**config.mk**
```make
export PLATFORM = sky130hd
export DESIGN_NAME = clmul16_karatsuba_seq
export DESIGN_NICKNAME = d
export VERILOG_FILES = /design/src/rtl/clmul16_karatsuba_seq.sv
export SDC_FILE = /design/constraint.sdc
export NUM_CORES = 1
export LEC_CHECK = 0
export CELL_PAD_IN_SITES_DETAIL_PLACEMENT = 0
export CELL_PAD_IN_SITES_GLOBAL_PLACEMENT = 1
export CORE_ASPECT_RATIO = 0.75
export CORE_MARGIN = 4
export CORE_UTILIZATION = 44
export DETAILED_ROUTE_END_ITERATION = 8
export GPL_TIMING_DRIVEN = 0
export HOLD_SLACK_MARGIN = 0.15
export PLACE_DENSITY = 0.94
export SLEW_MARGIN = 20
export SYNTH_ARGS = -nofsm -noshare
export SYNTH_HDL_FRONTEND = slang
export SYNTH_SLANG_ARGS = --single-unit
```
**constraint.sdc**
```tcl
create_clock -name clk -period 4.7 [get_ports clk]
set_clock_uncertainty 0.05 [all_clocks]
set_input_delay 0.94 -clock clk [delete_from_list [all_inputs] [get_ports clk]]
set_output_delay 0.94 -clock clk [all_outputs]
set_load 0.05 [all_outputs]
```
**src/rtl/clmul16_karatsuba_seq.sv**
```systemverilog
// Sequential carry-less (GF(2) polynomial) multiplier.
// A single HxH carry-less core is reused for the three Karatsuba partial
// products z0 = lo*lo, z2 = hi*hi and m = (lo^hi)*(lo^hi). The overlap-sum
// combine p = z0 ^ (o << H) ^ (z2 << 2H), with o = m ^ z0 ^ z2, is applied
// in the cycle that produces m.
//
// state   | meaning
// --------+--------------------------------------------------------------
// IDLE    | in_ready high; captures a/b on in_valid
// MUL_LO  | core computes a_lo*b_lo into z0
// MUL_HI  | core computes a_hi*b_hi into z2
// MUL_MID | core computes (a_lo^a_hi)*(b_lo^b_hi); combined product into p
// DONE    | out_valid high, p held until out_ready

module clmul16_karatsuba_seq_core #(
    parameter int H = 8
) (
    input  logic [H-1:0]   x_i,
    input  logic [H-1:0]   y_i,
    output logic [2*H-2:0] z_o
);

    logic [2*H-2:0] x_ext;

    assign x_ext = {{(H-1){1'b0}}, x_i};

    // Shift-and-XOR partial product accumulation, no carries
    always_comb begin
        z_o = '0;
        for (int i = 0; i < H; i++) begin
            if (y_i[i]) begin
                z_o = z_o ^ (x_ext << i);
            end
        end
    end

endmodule

module clmul16_karatsuba_seq #(
    parameter  int W  = 16,
    localparam int PW = 2*W-1
) (
    input  logic          clk,
    input  logic          rst,
    input  logic          in_valid,
    output logic          in_ready,
    input  logic [W-1:0]  a,
    input  logic [W-1:0]  b,
    output logic          out_valid,
    input  logic          out_ready,
    output logic [PW-1:0] p,
    output logic          busy
);

    localparam int H  = W/2;
    localparam int ZW = 2*H-1;

    if (((W % 2) != 0) || (W < 4)) begin : g_bad_width
        $error("clmul16_karatsuba_seq: W must be even and at least 4");
    end

    typedef enum logic [2:0] {
        S_IDLE,
        S_MUL_LO,
        S_MUL_HI,
        S_MUL_MID,
        S_DONE
    } state_t;

    state_t         state_q, state_d;
    logic [W-1:0]   a_q, a_d;
    logic [W-1:0]   b_q, b_d;
    logic [ZW-1:0]  z0_q, z0_d;
    logic [ZW-1:0]  z2_q, z2_d;
    logic [PW-1:0]  p_q, p_d;

    logic [H-1:0]   core_x;
    logic [H-1:0]   core_y;
    logic [ZW-1:0]  core_z;
    logic [ZW-1:0]  mid_o;
    logic [PW-1:0]  comb_p;

    // Operand selection for the shared core, steered by the current phase
    always_comb begin
        core_x = a_q[H-1:0];
        core_y = b_q[H-1:0];
        case (state_q)
            S_MUL_HI: begin
                core_x = a_q[W-1:H];
                core_y = b_q[W-1:H];
            end
            S_MUL_MID: begin
                core_x = a_q[H-1:0] ^ a_q[W-1:H];
                core_y = b_q[H-1:0] ^ b_q[W-1:H];
            end
            default: begin
                core_x = a_q[H-1:0];
                core_y = b_q[H-1:0];
            end
        endcase
    end

    clmul16_karatsuba_seq_core #(
        .H(H)
    ) u_core (
        .x_i(core_x),
        .y_i(core_y),
        .z_o(core_z)
    );

    // Overlap-sum: core_z is m while in MUL_MID, which is the only time comb_p is used
    assign mid_o  = core_z ^ z0_q ^ z2_q;
    assign comb_p = {{(PW-ZW){1'b0}}, z0_q}
                  ^ ({{(PW-ZW){1'b0}}, mid_o} << H)
                  ^ ({{(PW-ZW){1'b0}}, z2_q}  << (2*H));

    // Next-state, datapath update and handshake outputs
    always_comb begin
        state_d   = state_q;
        a_d       = a_q;
        b_d       = b_q;
        z0_d      = z0_q;
        z2_d      = z2_q;
        p_d       = p_q;
        in_ready  = 1'b0;
        out_valid = 1'b0;
        busy      = 1'b1;
        case (state_q)
            S_IDLE: begin
                in_ready = 1'b1;
                busy     = 1'b0;
                if (in_valid) begin
                    a_d     = a;
                    b_d     = b;
                    state_d = S_MUL_LO;
                end
            end
            S_MUL_LO: begin
                z0_d    = core_z;
                state_d = S_MUL_HI;
            end
            S_MUL_HI: begin
                z2_d    = core_z;
                state_d = S_MUL_MID;
            end
            S_MUL_MID: begin
                p_d     = comb_p;
                state_d = S_DONE;
            end
            S_DONE: begin
                out_valid = 1'b1;
                if (out_ready) begin
                    state_d = S_IDLE;
                end
            end
            default: begin
                state_d = S_IDLE;
            end
        endcase
    end

    // State register; reset aborts any operation in flight
    always_ff @(posedge clk) begin
        if (rst) begin
            state_q <= S_IDLE;
        end else begin
            state_q <= state_d;
        end
    end

    // Operand, partial-product and result registers
    always_ff @(posedge clk) begin
        if (rst) begin
            a_q  <= '0;
            b_q  <= '0;
            z0_q <= '0;
            z2_q <= '0;
            p_q  <= '0;
        end else begin
            a_q  <= a_d;
            b_q  <= b_d;
            z0_q <= z0_d;
            z2_q <= z2_d;
            p_q  <= p_d;
        end
    end

    assign p = p_q;

endmodule

```
==> implementation parameters, run 1 <==
Parameter                              Value

Worst setup path
  Top delay family on crit path ... buffers and inverters
  Largest fanout of any net on the critical path ... 10
  Max stage delay on crit path ... about 0.80 ns
  Type of the worst setup path ... register to output port
  Cell breakdown of the critical path ... buf_2 > clkbuf_1 > nor3_1 > inv_1 > clkdlybuf4s50_1
  Category of the worst setup path launch point ... register
  CP endpoint kind ... output port
  Required time of the worst setup path ... between 3 and 4 ns
  Highest-delay cell along the critical path ... sky130_fd_sc_hd__clkdlybuf4s50_1
  Worst EP arrival ... approximately 2.4 ns
  Combined buffer and inverter count along the critical path ... 4

Routing
  Vias post-DR ... 4866
  Detailed-route DRC error count ... 0
  Routed WL ... approximately 14000 um
  First-iteration detailed-routing DRC count ... roughly 310
  Detailed-router iteration count before antenna repair ... 5
  Routed length per instance ... around 16 um
  Average vias per placed instance ... ~5.5
  Number of routed nets with antenna violations ... 0

Die
  Count of boundary I/O pins ... 70
  Core area ... roughly 11000 um2
  Die area ... about 13000 um2
  Initial core utilization ... 0.458
  Row count ... 33
  Die outline height ... 101 um
  Die Wd ... between 100 and 150 um

Layout
  Post-route cell area ... 6220 um2
  Core occupancy in the finished layout ... 0.560
  Number of nets in the final layout ... ~780
  Antenna Diode Count ... 0
  Cell Count, Final, Fillers Out ... 883
  Area growth from synthesis to layout ... 22.3%
  Fraction of layout cells with a size suffix above 1 ... 0.0485

Clock network
  Post-CTS Setup Repair Bufs ... 0
  Clock transition at the registers of the reported paths ... approximately 0.070 ns
  CTS Hold Bufs ... 0
  Clock Sinks ... 96
  Resized Gates After CTS ... 0
  Clock tree root driver cell ... sky130_fd_sc_hd__clkbuf_16
  Number of levels the H-tree was split into ... 3
  Longest Clk Path Bufs ... 2
  Clock tree from TritonCTS ... built
  Clock network latency to the later pin of the worst-skew pair ... between 0.3 and 0.4 ns
  Cts bufs inserted ... 9

GRT
  Vias in the first global route ... ~4600
  Wire length of the first global-routing pass ... approximately 23000 um
  GRT Residual Overflow ... 0
  Total track usage ... 0.215
  Antenna violations before repair ... 0
  Pin count of the biggest net entering global routing ... 17

Logic synthesis
  Dominant cell type by area after synthesis ... sky130_fd_sc_hd__dfxtp_1
  Unique cell type count in the Yosys netlist ... 38
  Syn Area/Cell ... just under 8 um2
  FF+latch count, synth ... 96
  Mapped cell area ... between 5000 and 6000 um2
  Cell types with the largest area share after synthesis ... sky130_fd_sc_hd__dfxtp_1, sky130_fd_sc_hd__nand2_1, sky130_fd_sc_hd__a21oi_1
  Synthesized instance count ... between 600 and 700
  Ys Warns ... 0
  Async set-or-reset flop fraction in the synthesized netlist ... 0
  Area fraction of the dominant cell type after synthesis ... 0.378
  Dominant synthesized flop cell ... sky130_fd_sc_hd__dfxtp_1
  Sequential share of the synthesized area ... 0.378
  Synthesized net count ... ~700
  Number of flops mapped to enable cells by yosys ... 0

Timing
  Max-slew headroom at the worst pin ... 0.456
  Final cycle utilization of the critical path ... 0.722
  Hold Vio Cnt, Final ... 0
  Total negative slack ... 0 ns
  Worst hold slack ... 0.405 ns
  Count of final max-slew check failures ... 0
  Crit path setup slack, layout ... roughly 1.3 ns
  Post-layout min period ... around 3.4 ns
  RSZ-0062 raised after global routing ... false
  Peak clock frequency supported by timing ... approximately 300 MHz
  Number of setup violations in the final report ... 0
  Worst-Margin Slew ... 0.814 ns

Placed design
  Instance count after placement with tap cells included ... slightly below 900
  Placement-stage worst setup slack ... ~1.5 ns
  Final GP Congestion ... around 0.92
  HPWL reported at the end of detailed placement ... approximately 11000 um
  Placed Instance Area ... just under 6000 um2
  Buffers added on ports ... 68

Pwr
  Pwr Total ... 1.99 mW
  Peak supply drop ... approximately 0.00022 V
  Cell Pwr Density ... around 320 nW/um2
  Static leakage power ... between 2 and 2.5 nW

Outcome
  Run status ... complete, no violations

Flow run
  Max-capacitance violation count ... 0

Worst hold path
  Type of the worst min-delay path ... register to register
-- cell type report --
cell class,instances,area [um2]
inverter,2,7.51
tap,140,175
fill,1051,4880
sequential,96,1920
timing repair buffer,68,681
clock inverter,5,38.8
multi-input combinational,515,2930
buffer,47,231
clock buffer,10,239
-- layout by cell type (no fill, tap or decap), drive strengths merged --
master / count
nand3: 22
o21ai: 19
and2b: 1
and2: 4
clkdlybuf4s50: 68
clkinvlp: 1
nor2b: 1
xnor2: 47
a21o: 14
o22ai: 2
o211a: 5
clkbuf: 41
xor2: 12
or2: 2
buf: 16
a311oi: 2
nand2: 137
a21oi: 93
clkinv: 2
nor3b: 2
nand3b: 1
nor3: 5
inv: 4
dfxtp: 96
a211oi: 36
or3: 4
xnor3: 7
nand2b: 1
or3b: 2
a211o: 3
nor4: 1
o21a: 3
nor2: 74
o211ai: 15
-- cells in the mapped netlist (5+ instances only) --
library cell,instances
sky130_fd_sc_hd__a211oi_1,33
sky130_fd_sc_hd__a21o_1,14
sky130_fd_sc_hd__a21oi_1,92
sky130_fd_sc_hd__buf_2,8
sky130_fd_sc_hd__buf_6,5
sky130_fd_sc_hd__clkbuf_1,31
sky130_fd_sc_hd__dfxtp_1,96
sky130_fd_sc_hd__nand2_1,137
sky130_fd_sc_hd__nand3_1,22
sky130_fd_sc_hd__nor2_1,74
sky130_fd_sc_hd__nor3_1,5
sky130_fd_sc_hd__o211a_1,5
sky130_fd_sc_hd__o211ai_1,15
sky130_fd_sc_hd__o21ai_0,18
sky130_fd_sc_hd__xnor2_1,47
sky130_fd_sc_hd__xnor3_1,7
sky130_fd_sc_hd__xor2_1,12
-- layer usage --
layer	vias to the layer above	part of all wire	global-route usage
li1	2421	-	-
met1	2309	0.49	0.297
met2	116	0.44	0.343
met3	20	0.060	0.0556
met4	0	0.017	0.0471
met5	-	0	0
-- where the power goes --
group	internal [mW]	switching [mW]	leakage, nW
sequential	0.852	0.0332	0.781
combinational	0.151	0.246	1.20
clock	0.374	0.329	0.135
total	1.38	0.608	2.11
-- tightest hold or removal path, cell delays in order (launching register included) --
cell and delay, ns:
sky130_fd_sc_hd__dfxtp_1 0.31, sky130_fd_sc_hd__nand2_1 0.05, sky130_fd_sc_hd__a21oi_1 0.05
-- final timing paths --
kind / start / slack, ns / cells after the start / end
setup / recovery: state_q[0]$_SDFFE_PP0P_ / 1.31 / 5 / busy
hold / removal: p[26]$_SDFFE_PP0N_ / 0.41 / 2 / p[26]$_SDFFE_PP0N_
setup reg to reg: state_q[0]$_SDFFE_PP0P_ / 1.47 / 9 / p[14]$_SDFFE_PP0N_
hold reg to reg: p[26]$_SDFFE_PP0N_ / 0.41 / 2 / p[26]$_SDFFE_PP0N_
-- cell families (layout without fill, tap and decap cells) --
| group | count (synthesis) | in the layout | synth area share |
|---|---|---|---|
| simple gates | 257 | 257 | 0.208 |
| compound gates | 192 | 192 | 0.235 |
| flops | 96 | 96 | 0.378 |
| xor+xnor | 66 | 66 | 0.132 |
| buf+inv | 49 | 132 | 0.0470 |
-- flip-flops by register name (all words and copies together) (netlist names) --
signal and count:
a_q 16, z0_q 15, z2_q 15, b_q 16, state_q 3, p 31
Power figures use the tool's default switching activity.
==> inputs of run 2 (changes only) <==
--- a/config.mk
+++ b/config.mk
@@ -9,11 +9,11 @@
 export CELL_PAD_IN_SITES_GLOBAL_PLACEMENT = 1
 export CORE_ASPECT_RATIO = 0.75
 export CORE_MARGIN = 4
-export CORE_UTILIZATION = 44
+export CORE_UTILIZATION = 37
 export DETAILED_ROUTE_END_ITERATION = 8
 export GPL_TIMING_DRIVEN = 0
 export HOLD_SLACK_MARGIN = 0.15
-export PLACE_DENSITY = 0.94
+export PLACE_DENSITY = 0.85
 export SLEW_MARGIN = 20
 export SYNTH_ARGS = -nofsm -noshare
 export SYNTH_HDL_FRONTEND = slang
==> constraint.sdc (replaced) <==
create_clock -name clk -period 2.9 [get_ports clk]
set_clock_uncertainty 0.05 [all_clocks]
set_input_delay 0.58 -clock clk [delete_from_list [all_inputs] [get_ports clk]]
set_output_delay 0.58 -clock clk [all_outputs]
set_load 0.05 [all_outputs]
==> run 2 against run 1 <==
Against the previous run:
- combinational power rose by 70%
- sequential share of layout area fell by 0.67 points
- total power rose by 65%
- sequential cell count did not move
- largest cell class unchanged
- sequential power rose by 63%
- critical path type is now register to register
==> implementation parameters, run 2 (synthesis gave the netlist of run 1 again) <==
Parameter                              Value

Worst setup path
  Required time of the worst setup path ... 3.11 ns (-0.60 ns)
  Source of the worst register-to-register timing path ... state_q[2]$_SDFFE_PP0P_
  Category of the worst setup path launch point ... register
  FF-to-FF End ... p[16]$_SDFFE_PP0N_
  Depth of the most critical reg-to-reg path ... 10 (+1)
  Top delay family on crit path ... compound AO/OA/AOI/OAI gates
  Worst EP arrival ... 3.03 ns (+0.63 ns)
  Total stage count of the critical path ... 10 (+5)
  Highest-delay cell along the critical path ... sky130_fd_sc_hd__or3_1
  Combined buffer and inverter count along the critical path ... 3 (-1)
  Max stage delay on crit path ... 0.39 ns (-0.41 ns)
  CP endpoint kind ... register
  Cell breakdown of the critical path ... and2b_4 > buf_6 > buf_6 > a21o_1 > buf_4 > o211ai_1 > a211oi_2 > a211oi_2 > or3_1 > a311oi_2
  Largest fanout of any net on the critical path ... 10 (unchanged)
  Type of the worst setup path ... register to register
  Register-to-Register Setup Slack ... 0.08 ns (-1.39 ns)

Placed design
  HPWL reported at the end of detailed placement ... 11200 um (+1.8%)
  Final GP Congestion ... 0.904 (-2.1%)
  Placed Instance Area ... 5990 um2 (+0.74%)
  Instance count after placement with tap cells included ... 899 (+3.6%)
  Placement-stage worst setup slack ... -0.262 ns (-1.81 ns)
  Buffers added on ports ... 68 (unchanged)

Timing
  Max-slew headroom at the worst pin ... 0.497 (+0.0406)
  Peak clock frequency supported by timing ... ~350 MHz
  Post-layout min period ... 2.82 ns
  RSZ-0062 raised after global routing ... true
  Number of setup violations in the final report ... 0 (unchanged)
  Total negative slack ... 0 ns (unchanged)
  Hold Vio Cnt, Final ... 0 (unchanged)
  Crit path setup slack, layout ... 0.0805 ns (-1.23 ns)
  Final cycle utilization of the critical path ... 0.972
  Worst-Margin Slew ... 0.753 ns (-0.0608 ns)
  Count of final max-slew check failures ... 0 (unchanged)
  Worst hold slack ... 0.403 ns (-0.00187 ns)

Layout
  Leading cell types in the layout, fill and taps excluded ... sky130_fd_sc_hd__nand2_1, sky130_fd_sc_hd__dfxtp_1, sky130_fd_sc_hd__a21oi_1
  Core occupancy in the finished layout ... 0.481 (-0.0793)
  Cell Count, Final, Fillers Out ... 917 (+3.9%)
  Antenna Diode Count ... 0 (unchanged)
  Fraction of layout cells with a size suffix above 1 ... 0.0791 (+0.0306)
  Area growth from synthesis to layout ... 25.1%
  Post-route cell area ... 6370 um2 (+2.4%)
  Flip-flop count of the largest register, all copies and words added ... 31 (unchanged)
  Number of nets in the final layout ... 777 (+0.26%)
  Most common library cell in the layout ignoring fill and taps ... sky130_fd_sc_hd__nand2_1

GRT
  Antenna violations before repair ... 0 (unchanged)
  Total track usage ... 0.194 (-0.0206)
  Vias in the first global route ... 4698 (+2.5%)
  Wire length of the first global-routing pass ... 24000 um (+4.4%)
  Pin count of the biggest net entering global routing ... 18 (+1)
  GRT Residual Overflow ... 0 (unchanged)

Pwr
  Peak supply drop ... 0.000257 V (+14%)
  Static leakage power ... 2.16 nW (+2.2%)
  Cell Pwr Density ... 514 nW/um2 (+61%)
  Pwr Total ... 3.28 mW (+65%)

Clock network
  CTS Hold Bufs ... 0 (unchanged)
  Clock transition at the registers of the reported paths ... 0.07 ns (about the same)
  Clock tree from TritonCTS ... built
  Cts bufs inserted ... 9 (unchanged)
  Clock network latency to the later pin of the worst-skew pair ... 0.35 ns (about the same)
  Clock Sinks ... 96 (unchanged)
  Number of levels the H-tree was split into ... 3 (unchanged)
  Longest Clk Path Bufs ... 2 (unchanged)
  Clock tree root driver cell ... sky130_fd_sc_hd__clkbuf_16

Routing
  Detailed-router iteration count before antenna repair ... 5 (unchanged)
  Average vias per placed instance ... 5.34 (-3.1%)
  Vias post-DR ... 4899 (+0.68%)
  Routed length per instance ... 16.5 um (+1.5%)
  First-iteration detailed-routing DRC count ... 456 (+45%)
  Number of routed nets with antenna violations ... 0 (unchanged)
  Routed WL ... 15100 um (+5.4%)
  Detailed-route DRC error count ... 0 (unchanged)

Die
  Row count ... 36 (+9.1%)
  Core area ... 13200 um2 (+19%)
  Initial core utilization ... 0.384 (-0.0739)
  Die area ... 15700 um2 (+18%)
  Count of boundary I/O pins ... 70 (unchanged)
  Die outline height ... 110 um (+8.3%)
  Die Wd ... 143 um (+8.5%)

Outcome
  Run status ... complete, no violations

Worst hold path
  Type of the worst min-delay path ... register to register
  Origin of the worst min-delay path ... p[21]$_SDFFE_PP0N_
  Hold-critical path endpoint ... p[21]$_SDFFE_PP0N_
  Cell count of the worst hold path ... 2 (unchanged)

Flow run
  Max-capacitance violation count ... 0 (unchanged)
==> run 2: cell types whose count changed in the layout (fill, tap and decap cells not counted), sizes merged <==
cell | previous run | this run
clkinvlp | 1 | 3
buf | 16 | 20
dlymetal6s2s | 0 | 1
clkdlybuf4s50 | 68 | 67
clkbuf | 41 | 39
clkinv | 2 | 1
==> run 2: tightest hold or removal path, delay by kind of cell (launching register included) <==
family	cells	cell delay [ns]
compound gates	1	0.05
simple gates	1	0.05
flops	1	0.31
==> run 2: layout make-up <==
class | count | area [um2]
Fill cell | 1294 | 6870
Multi-Input combinational cell | 515 | 3000
Sequential cell | 96 | 1920
Timing Repair Buffer | 71 | 706
Buffer | 46 | 238
Clock buffer | 10 | 229
Tap cell | 171 | 214
Clock inverter | 6 | 53.8
Inverter | 2 | 7.51
==> run 2: power by group <==
part	total [mW]	leakage [nW]	internal (mW)	switching, mW
Clock	1.17	0.129	0.596	0.570
Combinational	0.673	1.25	0.256	0.418
Sequential	1.44	0.781	1.38	0.0546
==> run 2: per-layer routing <==
metal | vias to the layer above | track usage | part of all wire
met3 | 19 | 0.0443 | 0.067
li1 | 2421 | - | -
met2 | 154 | 0.294 | 0.43
met4 | 0 | 0.0524 | 0.014
met1 | 2305 | 0.279 | 0.49
met5 | - | 0 | 0
==> run 2: worst max-delay path by stage <==
| stage | startpoint | end | slack, ns |
|---|---|---|---|
| 3_3_place_gp | state_q[0]$_SDFFE_PP0P_ | p[14]$_SDFFE_PP0N_ | -0.17 |
| 3_5_place_dp | state_q[0]$_SDFFE_PP0P_ | p[14]$_SDFFE_PP0N_ | -0.26 |
| 4_1_cts | state_q[0]$_SDFFE_PP0P_ | out_valid | 0.009 |
| 2_1_floorplan | state_q[2]$_SDFFE_PP0P_ | p[16]$_SDFFE_PP0N_ | 0.42 |
| 6_report | state_q[2]$_SDFFE_PP0P_ | p[16]$_SDFFE_PP0N_ | 0.08 |
| 5_1_grt | state_q[0]$_SDFFE_PP0P_ | p[16]$_SDFFE_PP0N_ | -0.05 |
==> run 2: repair_timing <==
item,CTS,global route
setup endpoints to repair,9,5
resized for setup,5,21
cloned,0,0
hold endpoints to repair,0,0
pin swaps,0,3
setup buffers,0,3
